`config.mk`:
```
export PLATFORM = sky130hd
export DESIGN_NAME = alu_exec_unit_flat
export DESIGN_NICKNAME = d
export VERILOG_FILES = /design/src/rtl/alu_pkg.sv /design/src/rtl/alu_exec_unit_if.sv /design/src/rtl/alu_muldiv_iter.sv /design/src/rtl/alu_exec_unit.sv /design/src/flat_wrapper.sv
export SDC_FILE = /design/constraint.sdc
export NUM_CORES = 1
export LEC_CHECK = 0
export ABC_AREA = 1
export CAP_MARGIN = 20
export CELL_PAD_IN_SITES_DETAIL_PLACEMENT = 1
export CELL_PAD_IN_SITES_GLOBAL_PLACEMENT = 1
export CORE_UTILIZATION = 42
export DETAILED_ROUTE_END_ITERATION = 16
export PLACE_DENSITY_LB_ADDON = 0.08
export SYNTH_ARGS = -nofsm -noshare
export SYNTH_HDL_FRONTEND = slang
export SYNTH_SLANG_ARGS = --single-unit
export TNS_END_PERCENT = 20
```
`constraint.sdc`:
```
create_clock -name clk -period 2.8 [get_ports clk]
set_input_delay 0.42 -clock clk [delete_from_list [all_inputs] [get_ports clk]]
set_output_delay 0.42 -clock clk [all_outputs]
set_load 0.03 [all_outputs]
```
`src/rtl/alu_pkg.sv`:
```
// Shared opcode and FSM encodings for the ALU execute stage.
// No logic; types and widths only.
// Imported by the interface, iterator and top.
package alu_pkg;
    localparam int OP_W = 3;

    typedef enum logic [OP_W-1:0] {
        OP_ADD   = 3'b000,
        OP_SUB   = 3'b001,
        OP_AND   = 3'b010,
        OP_OR    = 3'b011,
        OP_XOR   = 3'b100,
        OP_NOT_A = 3'b101,
        OP_MUL   = 3'b110,
        OP_DIV   = 3'b111
    } op_e;

    typedef enum logic [0:0] {
        IDLE = 1'b0,
        ITER = 1'b1
    } state_e;
endpackage

```
`src/rtl/alu_exec_unit_if.sv`:
```
// Sequencer <-> execute-stage bundle: operands/opcode/start in, results/flags/handshake out.
// Pure wiring, no latency.
// Flow control is start/busy/done; start is ignored while busy.
interface alu_exec_unit_if #(parameter int WIDTH = 8);
    logic                      start;
    logic [alu_pkg::OP_W-1:0]  op;
    logic [WIDTH-1:0]          a;
    logic [WIDTH-1:0]          b;
    logic [WIDTH-1:0]          result_lo;
    logic [WIDTH-1:0]          result_hi;
    logic                      carry;
    logic                      overflow;
    logic                      zero;
    logic                      div_by_zero;
    logic                      busy;
    logic                      done;

    modport master (
        output start, op, a, b,
        input  result_lo, result_hi, carry, overflow, zero, div_by_zero, busy, done
    );

    modport slave (
        input  start, op, a, b,
        output result_lo, result_hi, carry, overflow, zero, div_by_zero, busy, done
    );
endinterface

```
`src/rtl/alu_muldiv_iter.sv`:
```
// Shift-add multiply / restoring divide datapath, one iteration per step.
// WIDTH steps after load; hi/lo show the value the current step produces.
// No backpressure; the owner gates step.
module alu_muldiv_iter #(
    parameter int WIDTH = 8,
    parameter int CNT_W = 4
) (
    input  logic             clk,
    input  logic             reset,
    input  logic             load,
    input  logic             step,
    input  logic             div_mode,
    input  logic [WIDTH-1:0] a,
    input  logic [WIDTH-1:0] b,
    output logic             last,
    output logic [WIDTH-1:0] hi,
    output logic [WIDTH-1:0] lo
);
    logic [WIDTH-1:0] hi_q;
    logic [WIDTH-1:0] lo_q;
    logic [WIDTH-1:0] opnd_q;
    logic             mode_q;
    logic [CNT_W-1:0] cnt_q;
    logic [WIDTH:0]   mul_sum;
    logic [WIDTH:0]   div_shift;
    logic [WIDTH:0]   div_trial;

    // MUL: hi_q is the upper partial, lo_q the multiplier shifting out.
    // DIV: hi_q is the remainder, lo_q the dividend shifting into quotient.
    always_comb begin
        mul_sum   = {1'b0, hi_q} + (lo_q[0] ? {1'b0, opnd_q} : '0);
        div_shift = {hi_q, lo_q[WIDTH-1]};
        div_trial = div_shift - {1'b0, opnd_q};
        if (mode_q) begin
            hi = div_trial[WIDTH] ? div_shift[WIDTH-1:0] : div_trial[WIDTH-1:0];
            lo = {lo_q[WIDTH-2:0], ~div_trial[WIDTH]};
        end else begin
            hi = mul_sum[WIDTH:1];
            lo = {mul_sum[0], lo_q[WIDTH-1:1]};
        end
    end

    assign last = (cnt_q == CNT_W'(WIDTH - 1));

    always_ff @(posedge clk or posedge reset) begin
        if (reset) begin
            hi_q   <= '0;
            lo_q   <= '0;
            opnd_q <= '0;
            mode_q <= 1'b0;
            cnt_q  <= '0;
        end else if (load) begin
            hi_q   <= '0;
            lo_q   <= div_mode ? a : b;
            opnd_q <= div_mode ? b : a;
            mode_q <= div_mode;
            cnt_q  <= '0;
        end else if (step) begin
            hi_q <= hi;
            lo_q <= lo;
            if (!last) begin
                cnt_q <= cnt_q + 1'b1;
            end
        end
    end
endmodule

```
`src/rtl/alu_exec_unit.sv`:
```
// 8-bit ALU execute stage: single-cycle logic/arith plus iterative MUL/DIV.
// done one cycle after start for single-cycle ops and DIV by zero, WIDTH+1 cycles for MUL/DIV.
// start is ignored while busy; start during the done cycle is accepted.
module alu_exec_unit
    import alu_pkg::*;
#(
    parameter int WIDTH = 8,
    parameter int CNT_W = 4
) (
    input  logic             clk,
    input  logic             reset,
    alu_exec_unit_if.slave   bus
);
    state_e           state;
    op_e              op_in;
    op_e              op_q;
    logic             multi_req;
    logic             it_last;
    logic [WIDTH-1:0] it_hi;
    logic [WIDTH-1:0] it_lo;
    logic [WIDTH:0]   sum_w;
    logic [WIDTH-1:0] sc_res;
    logic             sc_c;
    logic             sc_v;

    logic [WIDTH-1:0] result_lo_q;
    logic [WIDTH-1:0] result_hi_q;
    logic             carry_q;
    logic             overflow_q;
    logic             zero_q;
    logic             dbz_q;
    logic             busy_q;
    logic             done_q;

    assign op_in     = op_e'(bus.op);
    assign multi_req = (op_in == OP_MUL) || ((op_in == OP_DIV) && (bus.b != '0));

    always_comb begin
        sum_w  = '0;
        sc_res = '0;
        sc_c   = 1'b0;
        sc_v   = 1'b0;
        case (op_in)
            OP_ADD: begin
                sum_w  = {1'b0, bus.a} + {1'b0, bus.b};
                sc_res = sum_w[WIDTH-1:0];
                sc_c   = sum_w[WIDTH];
                sc_v   = (bus.a[WIDTH-1] == bus.b[WIDTH-1]) && (sc_res[WIDTH-1] != bus.a[WIDTH-1]);
            end
            OP_SUB: begin
                // Top bit of the extended difference is the borrow.
                sum_w  = {1'b0, bus.a} - {1'b0, bus.b};
                sc_res = sum_w[WIDTH-1:0];
                sc_c   = sum_w[WIDTH];
                sc_v   = (bus.a[WIDTH-1] != bus.b[WIDTH-1]) && (sc_res[WIDTH-1] != bus.a[WIDTH-1]);
            end
            OP_AND:   sc_res = bus.a & bus.b;
            OP_OR:    sc_res = bus.a | bus.b;
            OP_XOR:   sc_res = bus.a ^ bus.b;
            OP_NOT_A: sc_res = ~bus.a;
            default:  sc_res = '0;
        endcase
    end

    alu_muldiv_iter #(
        .WIDTH (WIDTH),
        .CNT_W (CNT_W)
    ) u_iter (
        .clk      (clk),
        .reset    (reset),
        .load     ((state == IDLE) && bus.start && multi_req),
        .step     (state == ITER),
        .div_mode (op_in == OP_DIV),
        .a        (bus.a),
        .b        (bus.b),
        .last     (it_last),
        .hi       (it_hi),
        .lo       (it_lo)
    );

    always_ff @(posedge clk or posedge reset) begin
        if (reset) begin
            state       <= IDLE;
            op_q        <= OP_ADD;
            result_lo_q <= '0;
            result_hi_q <= '0;
            carry_q     <= 1'b0;
            overflow_q  <= 1'b0;
            zero_q      <= 1'b0;
            dbz_q       <= 1'b0;
            busy_q      <= 1'b0;
            done_q      <= 1'b0;
        end else begin
            done_q <= 1'b0;
            case (state)
                IDLE: begin
                    if (bus.start) begin
                        op_q <= op_in;
                        if (multi_req) begin
                            state  <= ITER;
                            busy_q <= 1'b1;
                        end else if (op_in == OP_DIV) begin
                            result_lo_q <= '1;
                            result_hi_q <= bus.a;
                            carry_q     <= 1'b0;
                            overflow_q  <= 1'b0;
                            zero_q      <= 1'b0;
                            dbz_q       <= 1'b1;
                            done_q      <= 1'b1;
                        end else begin
                            result_lo_q <= sc_res;
                            result_hi_q <= '0;
                            carry_q     <= sc_c;
                            overflow_q  <= sc_v;
                            zero_q      <= (sc_res == '0);
                            dbz_q       <= 1'b0;
                            done_q      <= 1'b1;
                        end
                    end
                end
                ITER: begin
                    if (it_last) begin
                        state       <= IDLE;
                        busy_q      <= 1'b0;
                        done_q      <= 1'b1;
                        result_lo_q <= it_lo;
                        result_hi_q <= it_hi;
                        carry_q     <= 1'b0;
                        dbz_q       <= 1'b0;
                        if (op_q == OP_MUL) begin
                            overflow_q <= (it_hi != '0);
                            zero_q     <= ({it_hi, it_lo} == '0);
                        end else begin
                            overflow_q <= 1'b0;
                            zero_q     <= (it_lo == '0);
                        end
                    end
                end
                default: state <= IDLE;
            endcase
        end
    end

    assign bus.result_lo   = result_lo_q;
    assign bus.result_hi   = result_hi_q;
    assign bus.carry       = carry_q;
    assign bus.overflow    = overflow_q;
    assign bus.zero        = zero_q;
    assign bus.div_by_zero = dbz_q;
    assign bus.busy        = busy_q;
    assign bus.done        = done_q;
endmodule

```
`src/flat_wrapper.sv`:
```
// flat-port wrapper written by rule: the top's interface ports become plain ports
module alu_exec_unit_flat import alu_pkg::*;
#(
    parameter int WIDTH = 8,
    parameter int CNT_W = 4
)
  (clk, reset, bus_start, bus_op, bus_a, bus_b, bus_result_lo, bus_result_hi, bus_carry, bus_overflow, bus_zero, bus_div_by_zero, bus_busy, bus_done);
  alu_exec_unit_if #(.WIDTH(WIDTH)) bus_i ();
  input  logic clk;
  input  logic reset;
  input wire logic [$bits(bus_i.start)-1:0] bus_start;
  input wire logic [$bits(bus_i.op)-1:0] bus_op;
  input wire logic [$bits(bus_i.a)-1:0] bus_a;
  input wire logic [$bits(bus_i.b)-1:0] bus_b;
  output wire logic [$bits(bus_i.result_lo)-1:0] bus_result_lo;
  output wire logic [$bits(bus_i.result_hi)-1:0] bus_result_hi;
  output wire logic [$bits(bus_i.carry)-1:0] bus_carry;
  output wire logic [$bits(bus_i.overflow)-1:0] bus_overflow;
  output wire logic [$bits(bus_i.zero)-1:0] bus_zero;
  output wire logic [$bits(bus_i.div_by_zero)-1:0] bus_div_by_zero;
  output wire logic [$bits(bus_i.busy)-1:0] bus_busy;
  output wire logic [$bits(bus_i.done)-1:0] bus_done;
  assign bus_i.start = bus_start;
  assign bus_i.op = bus_op;
  assign bus_i.a = bus_a;
  assign bus_i.b = bus_b;
  assign bus_result_lo = bus_i.result_lo;
  assign bus_result_hi = bus_i.result_hi;
  assign bus_carry = bus_i.carry;
  assign bus_overflow = bus_i.overflow;
  assign bus_zero = bus_i.zero;
  assign bus_div_by_zero = bus_i.div_by_zero;
  assign bus_busy = bus_i.busy;
  assign bus_done = bus_i.done;
  alu_exec_unit #(.WIDTH(WIDTH), .CNT_W(CNT_W)) u_core (.clk(clk), .reset(reset), .bus(bus_i));
endmodule
```
### After elaboration in Yosys (flattened, before gate mapping)

Cells that the tools add are included.

| word-level totals | value |
|---|---|
| input bits | 22 |
| output and inout bits | 22 |
| register bits after elaboration | 55 |
| logic and storage cells | 119 |

| cells by class | value |
|---|---|
| bitwise operators | 6 |
| reduce and logical (&&, ||, !) cells | 17 |
| add/sub/neg operators | 5 |
| equality and inequality tests | 18 |
| muxes and demuxes | 58 |

Operators by type and width:

| kind | count |
|---|---|
| two-way mux 8 bit | 18 |
| case mux 8 bit (6 select lines) | 1 |
| case mux 8 bit (2 select lines) | 2 |
| two-way mux 1 bit | 25 |
| case mux 1 bit (2 select lines) | 9 |
| logical NOT 16 bit | 1 |
| logical NOT 8 bit | 2 |
| nonzero test 8 bit | 2 |
| equality test 3 bit (second input constant) | 5 |
| two-way mux 4 bit | 3 |
| adder 8 x 8 -> 9 bit | 1 |
| adder 8 x 9 -> 9 bit | 1 |
| subtractor 8 x 8 -> 9 bit | 1 |
| subtractor 9 x 8 -> 9 bit | 1 |
| AND 8 bit | 1 |
| != test 2 bit (second input constant) | 4 |
| inverter 8 bit | 1 |
| bitwise OR 8 bit | 1 |
| bitwise XOR 8 bit | 1 |
| equality test 3 x 2 -> 1 bit (second input constant) | 2 |
| AND reduction 3 bit | 2 |
| logical AND 1 bit | 5 |
| adder 4 x 1 -> 4 bit (second input constant) | 1 |
| equality test 4 x 3 -> 1 bit (second input constant) | 1 |
| 9 further kinds | 13 |

### Depth between registers and ports, before layout

| depth | value |
|---|---|
| depth in word-level cells | 8 |
| depth in mapped cells | 21 |

### Modules after synthesis

A second synthesis with hierarchy kept.

| second synthesis, totals | value |
|---|---|
| cell total of the unflattened synthesis | 737 |
| area, all modules | 5009.8 µm² |

By module, submodules not included:

| module | times used | sequential area each (µm²) | cells an instance | area an instance (µm²) |
|---|---|---|---|---|
| alu_exec_unit | 1 | 650.6 | 376 | 2543.7 |
| alu_muldiv_iter | 1 | 725.7 | 361 | 2466.1 |

### Least setup slack after synthesis

OpenSTA, ideal clock, no wires.

| timing | value |
|---|---|
| kind | reg2reg |
| start point | register u_core.u_iter.lo_q[0] |
| end point | register u_core.zero_q, in the netlist u_core.bus.zero |
| data required time | 2.727 ns |
| path slack | 0.493 ns |
| cell stages (with the launch flop) | 22 |
| library setup time | 0.073 ns |
| arrival time | 2.234 ns |
| buffers on the path | 1 |
| period minus slack after synthesis | 2.307 ns |
| path through | dfrtp_1 > clkbuf_1 > nand2_1 > inv_1 > ha_1 > inv_1 > fa_1 > inv_1 > nand3_1 > nand2_1 > nand3_1 > nand2_1 > nand2_1 > nand2_1 > nor2_1 > nor2_1 > nand2_1 > nor2_1 > nand2_1 > nand2_1 > nand2_1 > a21oi_2 |

| on the way | value |
|---|---|
| cells in the longest elaborated chain, start to end | 7 |

Ends and longest elaborated chain:

| what | RTL line | text |
|---|---|---|
| start, declared | alu_muldiv_iter.sv:20 | `logic [WIDTH-1:0] lo_q;` |
| start signal, assigned | alu_muldiv_iter.sv:54 | `lo_q <= div_mode ? a : b;` |
| start signal, assigned | alu_muldiv_iter.sv:60 | `lo_q <= lo;` |
| two-way mux 8 bit | alu_muldiv_iter.sv:31 | `mul_sum = {1'b0, hi_q} + (lo_q[0] ? {1'b0, opnd_q} : '0);` |
| adder 8 x 9 -> 9 bit | alu_muldiv_iter.sv:31 |  |
| two-way mux 8 bit | alu_muldiv_iter.sv:34 | `if (mode_q) begin` |
| logical NOT 16 bit or logical NOT 8 bit (tied branches) | alu_exec_unit.sv:132, alu_exec_unit.sv:135 |  |
| two-way mux 1 bit * | alu_exec_unit.sv:130 | `if (op_q == OP_MUL) begin` |
| two-way mux 1 bit * | alu_exec_unit.sv:122 | `if (it_last) begin` |
| case mux 1 bit (2 select lines) * | alu_exec_unit.sv:95 | `case (state)` |
| end signal, assigned | alu_exec_unit.sv:115 | `zero_q <= (sc_res == '0);` |
| end signal, assigned | alu_exec_unit.sv:132 | `zero_q <= ({it_hi, it_lo} == '0);` |
| end signal, assigned | alu_exec_unit.sv:135 | `zero_q <= (it_lo == '0);` |
| end, declared | alu_exec_unit.sv:30 | `logic zero_q;` |

Mark *: on every way between the ends. The rest lies on a longest branch, timed or not. The select of a mux whose other input is x is not followed.
A chain may end at the register's enable or synchronous reset.

### Worst setup path after layout

| timing | value |
|---|---|
| start point | register u_core.u_iter.lo_q[7] |
| end point | register u_core.zero_q, in the netlist u_core.bus.zero |

| on the way | value |
|---|---|
| cells in the longest elaborated chain, start to end | 7 |

Ends and longest elaborated chain:

| what | RTL line | text |
|---|---|---|
| subtractor 9 x 8 -> 9 bit | alu_muldiv_iter.sv:33 | `div_trial = div_shift - {1'b0, opnd_q};` |
| two-way mux 8 bit or inverter 1 bit (tied branches) | alu_muldiv_iter.sv:35, alu_muldiv_iter.sv:36 |  |
| two-way mux 8 bit | alu_muldiv_iter.sv:34 |  |
| logical NOT 16 bit or logical NOT 8 bit (tied branches) | alu_exec_unit.sv:132, alu_exec_unit.sv:135 |  |
| two-way mux 1 bit * | alu_exec_unit.sv:130 |  |
| two-way mux 1 bit * | alu_exec_unit.sv:122 |  |
| case mux 1 bit (2 select lines) * | alu_exec_unit.sv:95 |  |

Marked as above.

==> qor.yml <==
drc: 0
p_leak_nw: 3.10
tritoncts: "done"
hpwl_mm: 14.7
start_kind: "flop"
gp_congestion: 0.902
fillCellCount: 1463
slew_viol_final: 0
antenna_left: 0
cellPowerDensity_nw_per_um2: 1110
htree_levels: 2
synth_xor_area_share_pct: 0.909
synth_seq_cells: 55
diodes: 0
core.rowCount: 38
hold_viol_final: 0
crit_slowest_cell: "dfrtp_1"
wirelength_mm: 18.6
critPathBufInv: 3
cp-end-kind: "flop"
slowest_delay_ns: 0.40
core_um2: 11000
path_depth: 20
min_period_over_period_pct: 94.4
ir_drop_uv: 830
overflow: 0
area_growth_pct: 24.3
maxCapViolations: 0
io_buffers: 43
worstPathRequired_ns: 3.03
synth-seq-area-share_pct: 28.6
slew_headroom_pct: 51.8
finalClockSkew_ns: 0.00540
yosysMostFrequentCell: "nand2_1"
synth_top_family_by_area: "simple AND/OR/NAND/NOR gates"
cts_buffers: 5
status: "completed"
synth.area.mux_share_pct: 0.208
synthCells: 719
path_common_cell: "nand2_1"
die_h_um: 109
async_flop_share_pct: 100
postSynthAreaPerCell_um2: 6.70
critPathTopFamily: "simple AND/OR/NAND/NOR gates"
grt_pass1_vias: 5650
ys_top_cells_by_count: "nand2_1, inv_1, nand3_1"
synthAdderAreaFrac_pct: 12.6
final_util_pct: 54.5
tightest_slew_ns: 0.721
wl_per_cell_um: 19.7
drive_above_1_share_pct: 13.0
synth_cell_types: 41
grt_pass1_wl_mm: 28.7
synthFlopType: "dfrtp_1"
root_buffer: "clkbuf_16"
fmax_ghz: 0.378
synth_nets: 787
yosysWarnings: 0
critPathKind: "reg -> reg"
synth_edf_count: 0
worstSkewPairLatency_ns: 0.31
yosys.area.top_type: "dfrtp_1"
die_area_um2: 11900
clk_pin_slew_ns: 0.07
start_util_pct: 43.9
grt_max_degree: 33
die_w_um: 109
syn-cell-area_um2: 4820
critPathMaxFanout: 3
hold_path.class: "reg -> reg"
gr-usage-all-layers_pct: 32.3
yosys.area_share.simple_pct: 31.6
drtPass1Iterations: 5
clockBufferDepth: 2
synth.area.top_cells: "dfrtp_1, nand2_1, ha_1"
synth_compound_area_share_pct: 15.6
vias: 5286
total_power_mw: 6.66
whs_path_depth: 2
io_pins: 44
fin_nets: 870
numClockSinks: 55
finalSetupViolations: 0
viasPerCell: 5.61
antenna_found_initial: 0
worstPathArrival_ns: 2.88
drt_iter0_drc: 302
min_period_ns: 2.64
synth_top_area_share_pct: 28.6
path_cells: "inv_1, ha_1, inv_1, fa_2, nand2_1, nand2_2, buf_4, nand3b_1, nand2_1, nand2_1, nand2_1, nor2_2, nor2_1, nor2_1, nand2_1, nor2_2, nand2_2, nand2_1, nand2_1, a21oi_2"
reg2reg_depth: 20
-- worst paths after layout --
kind | from | endpoint | slack, ns
max | u_core.u_iter.lo_q[7] | u_core.bus.zero | 0.16
min | u_core.op_q[0] | u_core.op_q[0] | 0.49
max reg2reg | u_core.u_iter.lo_q[7] | u_core.bus.zero | 0.16
min reg2reg | u_core.op_q[0] | u_core.op_q[0] | 0.49
max in group asynchronous | reset | u_core.u_iter.mode_q | 1.64
min in group asynchronous | reset | u_core.u_iter.cnt_q[1] | 0.56
-- cell type report --
cell class | instances | area, um2 | share of cell area, %
inverter | 113 | 424 | 7.08
tap | 140 | 175 | 2.92
clock inverter | 1 | 8.76 | 0.146
clock buffer | 7 | 143 | 2.38
multi-input combinational | 531 | 3010 | 50.2
timing repair buffer | 96 | 853 | 14.2
sequential | 55 | 1380 | 23.0
-- cells in the final DEF, fill, tap and decap left out, types with 2 or more instances in the layout --
cell               n
a31oi_1           12
nor2_2             7
clkdlybuf4s50_1   43
o31ai_1            2
nand4_1            5
nand2_4            3
buf_4             51
inv_2              9
nor2_1            51
o21ai_1            4
nor4_1             3
nand3_4            2
inv_1            104
o22ai_1            9
ha_1              42
o211ai_1           7
nor3_1             4
or2_2              5
nand3b_1           5
a21oi_2            3
a21oi_1           28
nand2_1          184
o21ai_0           50
dfrtp_1           55
o2111ai_1          7
nand3_2            4
nand2_2            7
nand3_1           65
buf_12             2
fa_1               3
xor2_1             3
xnor2_1            2
clkbuf_16          5
-- metal layers --
metal / global-route usage [%] / vias up / part of all wire (%)
li1: - / 2507 / -
met1: 36.2 / 2568 / 41
met2: 58.2 / 156 / 50
met3: 4.84 / 55 / 3.8
met4: 18.1 / 0 / 4.7
met5: 0 / - / 0
-- cells by family after synthesis --
logic type	count (synthesis)
buf+inv	133
fa+ha+maj	46
mux	1
simple gates	350
flops	55
compound gates	129
xor+xnor	5
-- report_power, final --
group	switching, mW	internal, mW	total [mW]
clock	0.308	0.359	0.668
sequential	0.316	1.18	1.50
combinational	2.90	1.59	4.49
total	3.53	3.13	6.66
-- registers in the layout, summed over array words and instances, names as in the netlist --
register	count
u_core.bus.result_hi	8
u_core.bus.result_lo	8
u_core.u_iter.hi_q	8
u_core.u_iter.lo_q	8
u_core.u_iter.opnd_q	8
u_core.u_iter.cnt_q	4
u_core.op_q	3
u_core.bus.busy	1
u_core.bus.carry	1
u_core.bus.div_by_zero	1
u_core.bus.done	1
u_core.bus.overflow	1
u_core.bus.zero	1
u_core.state	1
u_core.u_iter.mode_q	1
-- per-stage QoR --
step	hold WS, ns	TNS, ns	cells	setup slack [ns]	area [um2]
after floorplan	0.446	0	719	0.493	4820
after global placement	0.467	0	934	0.0124	5750
after detailed placement	0.472	-0.171	934	-0.0918	5750
after CTS	0.490	0	942	0.0413	5910
after global routing	0.505	-0.00554	943	-0.00554	5990
final	0.490	0	943	0.156	5990
-- timing repair --
action	4_1_cts	5_1_grt
hold endpoints to repair	0	0
setup buffers	0	1
endpoints found under the setup margin	1	3
hold buffers	0	0
gates resized for setup	2	18
pin swaps	0	6
-- tightest hold or removal path, stage by stage (launching register included) --
cell and delay [ns]:
dfrtp_1 0.35, nand2_1 0.05, o21ai_0 0.06
Note: power is estimated with default switching activity, not from simulation.
